===== config.mk =====
export PLATFORM = sky130hd
export DESIGN_NAME = klingon_scan_display
export DESIGN_NICKNAME = d
export VERILOG_FILES = /design/src/rtl/klingon_pkg.sv /design/src/rtl/klingon_glyph.sv /design/src/rtl/klingon_scan_display.sv
export SDC_FILE = /design/constraint.sdc
export NUM_CORES = 1
export LEC_CHECK = 0
export CORE_ASPECT_RATIO = 0.75
export CORE_MARGIN = 1.5
export CORE_UTILIZATION = 50
export DETAILED_ROUTE_END_ITERATION = 7
export PLACE_DENSITY_LB_ADDON = 0.25
export SYNTH_ARGS = -nofsm -noshare
export SYNTH_HDL_FRONTEND = slang
export SYNTH_SLANG_ARGS = --single-unit

===== constraint.sdc =====
create_clock -name clk -period 3.7 [get_ports clk]
set_clock_uncertainty 0.2 [all_clocks]
set_input_delay 0.37 -clock clk [delete_from_list [all_inputs] [get_ports clk]]
set_output_delay 0.37 -clock clk [all_outputs]
set_load 0.02 [all_outputs]

===== src/rtl/klingon_pkg.sv =====
// rtl/klingon_pkg.sv - Klingon numeral glyph table and segment constants
package klingon_pkg;

    localparam logic [6:0] SEG_DASH  = 7'b1000000;
    localparam logic [6:0] SEG_BLANK = 7'b0000000;

    // Entry 15 first; codes 10-15 render as a dash.
    localparam logic [15:0][6:0] GLYPH_TABLE = {
        SEG_DASH, SEG_DASH, SEG_DASH, SEG_DASH, SEG_DASH, SEG_DASH,
        7'b1101110,   // 9
        7'b0111001,   // 8
        7'b1110000,   // 7
        7'b0011011,   // 6
        7'b1100011,   // 5
        7'b0101101,   // 4
        7'b1010010,   // 3
        7'b1001001,   // 2
        7'b0000110,   // 1
        7'b0110110    // 0
    };

endpackage


===== src/rtl/klingon_glyph.sv =====
// rtl/klingon_glyph.sv - combinational nibble to Klingon seven-segment decode
module klingon_glyph
    import klingon_pkg::*;
(
    input  logic [3:0] nib,
    output logic [6:0] seg
);

    assign seg = GLYPH_TABLE[nib];

endmodule


===== src/rtl/klingon_scan_display.sv =====
// rtl/klingon_scan_display.sv - multiplexed Klingon digit scanner; KLINGON_LZ_BLANK_EN adds leading-zero blanking
module klingon_scan_display
    import klingon_pkg::*;
#(
    parameter int DIGITS = 4,
    parameter int DIV_W  = 16
) (
    input  logic                  clk,
    input  logic                  reset,
    input  logic                  load,
    input  logic [4*DIGITS-1:0]   value,
    output logic [6:0]            seg,
    output logic [DIGITS-1:0]     an,
    output logic                  frame
);

    localparam int IDX_W = (DIGITS > 1) ? $clog2(DIGITS) : 1;

    logic [DIV_W-1:0]        cnt;
    logic [IDX_W-1:0]        idx;
    logic [DIGITS-1:0][3:0]  disp;
    logic                    tc;
    logic                    last_digit;
    logic [3:0]              cur_nib;
    logic [6:0]              glyph_seg;
    logic                    suppress;

    assign tc         = &cnt;
    assign last_digit = (idx == IDX_W'(DIGITS - 1));
    assign cur_nib    = disp[idx];

    klingon_glyph u_glyph (
        .nib (cur_nib),
        .seg (glyph_seg)
    );

`ifdef KLINGON_LZ_BLANK_EN
    // A digit is suppressed when it and every digit above it are zero.
    always_comb begin
        logic upper_zero;
        upper_zero = 1'b1;
        suppress   = 1'b0;
        for (int k = DIGITS - 1; k >= 1; k--) begin
            upper_zero = upper_zero && (disp[k] == 4'd0);
            if (idx == IDX_W'(k))
                suppress = upper_zero;
        end
    end
`else
    assign suppress = 1'b0;
`endif

    always_ff @(posedge clk) begin
        if (reset) begin
            cnt   <= '0;
            idx   <= '0;
            disp  <= '0;
            seg   <= SEG_BLANK;
            an    <= '0;
            frame <= 1'b0;
        end else begin
            cnt   <= cnt + DIV_W'(1);
            frame <= tc && last_digit;
            if (load)
                disp <= value;
            // The cycle after each terminal count is blanked so the old glyph never lights the new anode.
            if (tc) begin
                idx <= last_digit ? '0 : idx + IDX_W'(1);
                an  <= '0;
                seg <= SEG_BLANK;
            end else if (suppress) begin
                an  <= '0;
                seg <= SEG_BLANK;
            end else begin
                an  <= DIGITS'(1) << idx;
                seg <= glyph_seg;
            end
        end
    end

endmodule

==> results of run 1 <==
[worst max-delay path by stage]
stage	from	end	slack, ns	depth (start not counted)
floorplan	idx[1]	seg[4]	1.74	8
global placement	idx[1]	seg[4]	1.56	7
detailed placement	idx[1]	seg[4]	1.48	7
CTS	idx[1]	seg[4]	1.46	7
global route	idx[1]	seg[4]	1.30	7
finish	idx[1]	seg[4]	1.46	7
[per-stage QoR]
step           hold slack, ns  cells  instance area, um^2  total power (W)  util, %
6_report                0.246    279                 2400          0.00101     64.7
5_1_grt                 0.288    279                 2400          0.00105     64.7
4_1_cts                 0.248    279                 2400          0.00102     64.7
3_5_place_dp            0.235    271                 2290         0.000654     61.8
3_3_place_gp            0.222    271                 2290         0.000649     61.8
2_1_floorplan           0.213    199                 1970         0.000605        -
[layout make-up]
| class | count | area, um^2 |
|---|---|---|
| sequential | 46 | 921 |
| multi-input combinational | 137 | 980 |
| clock buffer | 5 | 68.8 |
| timing repair buffer | 31 | 308 |
| inverter | 5 | 18.8 |
| fill | 303 | 1310 |
| tap | 52 | 65.1 |
| clock inverter | 3 | 40.0 |
[critical path: stages (launching register included)]
cell and delay (ns):
dfxtp_1 0.57, mux4_2 0.65, inv_1 0.17, ha_1 0.25, inv_1 0.07, mux2i_1 0.07, a2bb2oi_1 0.14, nor2_1 0.08
[synthesized netlist by cell type, drive strengths merged (2+ instances only)]
cell / instances / share of area (%)
a21oi: 8 / 2.2
a22o: 2 / 0.95
and2: 2 / 0.63
and3: 2 / 0.70
and4: 4 / 1.8
buf: 5 / 1.6
clkbuf: 6 / 1.1
dfxtp: 46 / 47
ha: 7 / 4.4
inv: 5 / 0.95
mux2i: 20 / 10
mux4: 3 / 3.4
nand2: 9 / 1.7
nand3: 6 / 1.5
nand4: 5 / 1.6
nor2: 32 / 6.1
nor2b: 3 / 0.95
nor3: 2 / 0.51
nor3b: 2 / 0.76
o21ai: 4 / 1.0
or3: 4 / 1.3
xnor2: 2 / 0.89
xor2: 8 / 3.6
[power groups by stage]
stage	clock, W	sequential, W	combinational (W)
after floorplan	0	0.000545	0.0000607
after global placement	0	0.000537	0.000112
after detailed placement	0	0.000538	0.000117
after CTS	0.000375	0.000526	0.000117
after global routing	0.000399	0.000528	0.000127
final	0.000366	0.000526	0.000117
[cell families (layout without fill, tap and decap cells)]
| kind of cell | after synthesis | after routing | synth area share (%) |
|---|---|---|---|
| AO/OA/AOI/OAI | 23 | 23 | 8.05 |
| XOR/XNOR | 10 | 10 | 4.44 |
| adder cells (fa/ha/maj) | 7 | 7 | 4.44 |
| buffers and inverters | 16 | 44 | 3.68 |
| flip-flops | 46 | 46 | 46.7 |
| multiplexers | 24 | 24 | 14.1 |
| AND/OR/NAND/NOR | 73 | 73 | 18.6 |
[sequential cells by signal (all words and copies together) (netlist names)]
name,flops
seg,7
disp,16
frame,1
idx,2
cnt,16
an,4
[layer usage]
layer,up-vias,GRT usage [%],routed length (um)
li1,745,-,-
met2,32,30.6,1770
met4,0,6.12,44
met5,-,0,0
met1,681,26.7,1850
met3,6,6.89,190
==> flow_summary.yaml, run 1 <==
power_and_ir_drop:
  p_sw_w: 0.000234
  irDropWorstVdd_v: 0.000273
  pwr-share-comb_pct: 11.6
  p_leak_nw: 0.953
  swShare_pct: 23.2
  seq_power_share_pct: 52.2
  p_int_w: 0.000775
  pwr-share-clk_pct: 36.3
  power_density_nw_per_um2: 420
logic_synthesis:
  synth_edf_count: 0
  synth_flop_cell: "dfxtp_1"
  synthDistinctLibCells: 39
  avgSynthCellArea_um2: 9.92
  seq_area_frac_synth_pct: 46.7
  yosys_warnings: 0
  synthesis.area_um2: 1970
  ys_ff_latch: 46
  synth_cells: 199
  synthArstFlopShare_pct: 0
  syn_nets: 225
floorplan:
  ios: 31
  fp.dieW_um: 75.5
  rows: 19
  initial_core_util_pct: 53.2
  coreArea_um2: 3710
  die_h_um: 57.4
  die-area_um2: 4340
place:
  hpwl_um: 2830
  port_buffers: 30
  gp_congestion: 0.896
  place_ws_ns: 1.48
final_layout:
  final_common_cell: "dfxtp_1"
  area_growth_pct: 21.7
  nets: 252
  num_antenna_cells: 0
  final_cell_mix: "dfxtp_1, nor2_1, clkdlybuf4s50_1, mux2i_1, nand2_1"
  drive_gt1_share_pct: 7.93
critical_path:
  worstSetupEndpointType: "flip-flop"
  arrival_ns: 2.29
  reg2reg_from: "idx[1]"
  cp.required_ns: 3.75
  crit_path_max_fanout: 10
  rr_endpoint: "seg[4]"
  reg2reg_depth: 7
  r2r_slack_ns: 1.46
  path_class: "reg2reg"
  start_kind: "flip-flop"
clocking:
  post_cts_resize_count: 0
  cts-buffers-inserted: 5
  cts.hold.buffers_added: 0
  cts_tree: "done"
  clock_latency_ns: 0.30
  cts_sinks: 46
  post_cts_buffers: 0
  root_buffer: "clkbuf_8"
  clk_path_buf_depth: 2
  htreeDepth: 2
  clkTransAtPathRegs_ns: 0.09
sta:
  period_minus_slack_ns: 2.24
  grt_setup_unrepaired: "no"
  post-route-period-util_pct: 60.5
  setup_slack_ns: 1.46
  slew_headroom_pct: 39.0
  tns_ns: 0
  worstMarginPinSlew_ns: 0.912
  fmaxAchievable_ghz: 0.447
  hold_violations: 0
  finalMaxSlewViolations: 0
  setup_viol: 0
hold_path:
  hp-start: "cnt[0]"
  min_to: "cnt[0]"
  hold_class: "reg2reg"
  whs_path_depth: 1
drt:
  ant_nets: 0
  via_per_inst: 5.25
  drcViolationCount: 0
  vias: 1464
  routed_wl_um: 3850
  detail_route.wl_per_cell_um: 13.8
  drt-initial-drc-count: 113
  drt_pass1_iterations: 4
status:
  status: "finished clean"
job:
  drv_cap: 0
global_route:
  grt_pass1_wl_um: 6380
  grt_usage_pct: 20.0
  grt_pass1_vias: 1370
  antenna_found_initial: 0
  grt-ovfl-total: 0
  grt_max_degree: 36
No activity file was read; power rests on OpenSTA's default activity.
==> run 2: changes to the inputs <==
- CORE_UTILIZATION: 50 -> 47
- clock period: 3.7 -> 1.8 ns (I/O delays scaled with it)
==> run 2 against run 1 <==
The flow now finishes with violations (setup timing). Combinational power increased to 2.6 times the previous value. Largest power group unchanged. Critical path type unchanged. Power rose by 100%. Die area grew 6.1%.
==> flow_summary.yaml, run 2 (synthesis results as in run 1) <==
status:
  status: "finished with violations"
  violations: "setup timing"
critical_path:
  arrival_ns: 1.89
  start_kind: "flip-flop"
  crit_path_max_fanout: 5
  worstSetupEndpointType: "flip-flop"
  path_class: "reg2reg"
  cp.required_ns: 1.80
floorplan:
  coreArea_um2: 4030
  initial_core_util_pct: 49.0
  die-area_um2: 4600
  ios: 31
  fp.dieW_um: 77.8
  rows: 20
  die_h_um: 59.1
final_layout:
  multiInputGateArea_um2: 1080
  final_util_pct: 67.8
  num_antenna_cells: 0
  layout.cells.non_filler: 310
  nets: 280
  final_cell_mix: "dfxtp_1, nor2_1, clkdlybuf4s50_1, buf_4, mux2i_1"
  area_growth_pct: 38.5
  nFillCells: 319
  drive_gt1_share_pct: 26.7
  seq_area_um2: 931
  final_common_cell: "dfxtp_1"
  reg.largest.list: "cnt: 16 flops, disp: 16 flops, seg: 7 flops"
clocking:
  cts-buffers-inserted: 5
  clock_latency_ns: 0.30
  root_buffer: "clkbuf_8"
  cts_tree: "done"
  clkTransAtPathRegs_ns: 0.08
  htreeDepth: 2
  cts_sinks: 46
  clk_path_buf_depth: 2
power_and_ir_drop:
  pwr-share-comb_pct: 15.1
  swShare_pct: 24.3
  p_sw_w: 0.000491
  finalPower_w: 0.00203
  pwr-share-clk_pct: 31.7
  p_leak_nw: 1.12
  irDropWorstVdd_v: 0.000549
  seq_power_share_pct: 53.2
  power_density_nw_per_um2: 741
  p_int_w: 0.00153
global_route:
  grt_pass1_vias: 1481
  antenna_found_initial: 0
  grt_usage_pct: 19.7
  grt_pass1_wl_um: 6860
  grt-ovfl-total: 0
  grt_max_degree: 25
drt:
  drcViolationCount: 0
  drt-initial-drc-count: 98
  via_per_inst: 5.09
  detail_route.wl_per_cell_um: 13.7
  drt_pass1_iterations: 4
  ant_nets: 0
  vias: 1577
  routed_wl_um: 4250
sta:
  worstMarginPinSlew_ns: 0.316
  tns_ns: -0.467
  finalMaxSlewViolations: 0
  slew_headroom_pct: 78.9
  setup_viol: 7
  grt_setup_unrepaired: "yes"
  hold_violations: 0
  post-route-period-util_pct: 105
  period_minus_slack_ns: 1.89
  fmaxAchievable_ghz: 0.528
  setup_slack_ns: -0.0937
job:
  drv_cap: 0
place:
  hpwl_um: 2920
  gp_congestion: 0.795
  port_buffers: 30
  place_ws_ns: -0.154
  dp_cells: 299
hold_path:
  hold_class: "reg2reg"
run 2: changes by cell type in the layout (fill, tap and decap cells not counted), moves of 3 or more:
cell,delta
buf_4,+25
dfxtp_1,-4
ha_1,-5
ha_4,+3
run 2: worst max-delay path: stages (launching register included):
cell and delay (ns):
dfxtp_4 0.37, mux4_2 0.60, inv_4 0.12, ha_4 0.13
inv_2 0.04, mux2i_1 0.13, a2bb2oi_1 0.16, nor2_1 0.05
run 2: timing repair:
action                                  4_1_cts  5_1_grt
hold endpoints to repair                      0        0
resized for setup                            10       21
hold buffers                                  0        0
endpoints found under the setup margin        7       11
gates cloned                                  0        0
pin swaps                                     2        5
setup buffers                                 2        1
run 2: worst paths after layout:
kind	from	end	slack (ns)	depth (start not counted)
worst max-delay path	idx[1]	seg[4]	-0.09	7
worst min-delay path	cnt[0]	cnt[0]	0.25	1
worst max register to register	idx[1]	seg[4]	-0.09	7
worst min register to register	cnt[0]	cnt[0]	0.25	1
run 2: per-stage QoR:
stage / area (um^2) / hold WS, ns
after floorplan: 1980 / 0.127
after global placement: 2500 / 0.224
after detailed placement: 2500 / 0.232
after CTS: 2640 / 0.243
after global routing: 2730 / 0.287
final: 2730 / 0.249
run 2: cell type report:
cell class	count	area share, %
Sequential cell	46	34.1
Timing Repair Buffer	59	19.7
Clock buffer	7	3.16
Clock inverter	1	0.183
Inverter	5	0.778
Multi-Input combinational cell	137	39.6
Tap cell	55	2.52
run 2: power by group through the flow:
stage	sequential [W]	combinational, W	clock [W]
floorplan	0.00112	0.000125	0
global placement	0.00110	0.000267	0
detailed placement	0.00110	0.000271	0
CTS	0.00108	0.000286	0.000663
global route	0.00108	0.000330	0.000709
finish	0.00108	0.000306	0.000642
run 2: per-layer routing:
| layer | GRT usage, % | vias to the layer above | wire, um |
|---|---|---|---|
| met3 | 5.08 | 4 | 201 |
| li1 | - | 800 | - |
| met1 | 27.1 | 737 | 2100 |
| met4 | 9.35 | 0 | 38 |
| met5 | 0 | - | 0 |
| met2 | 29.1 | 36 | 1910 |
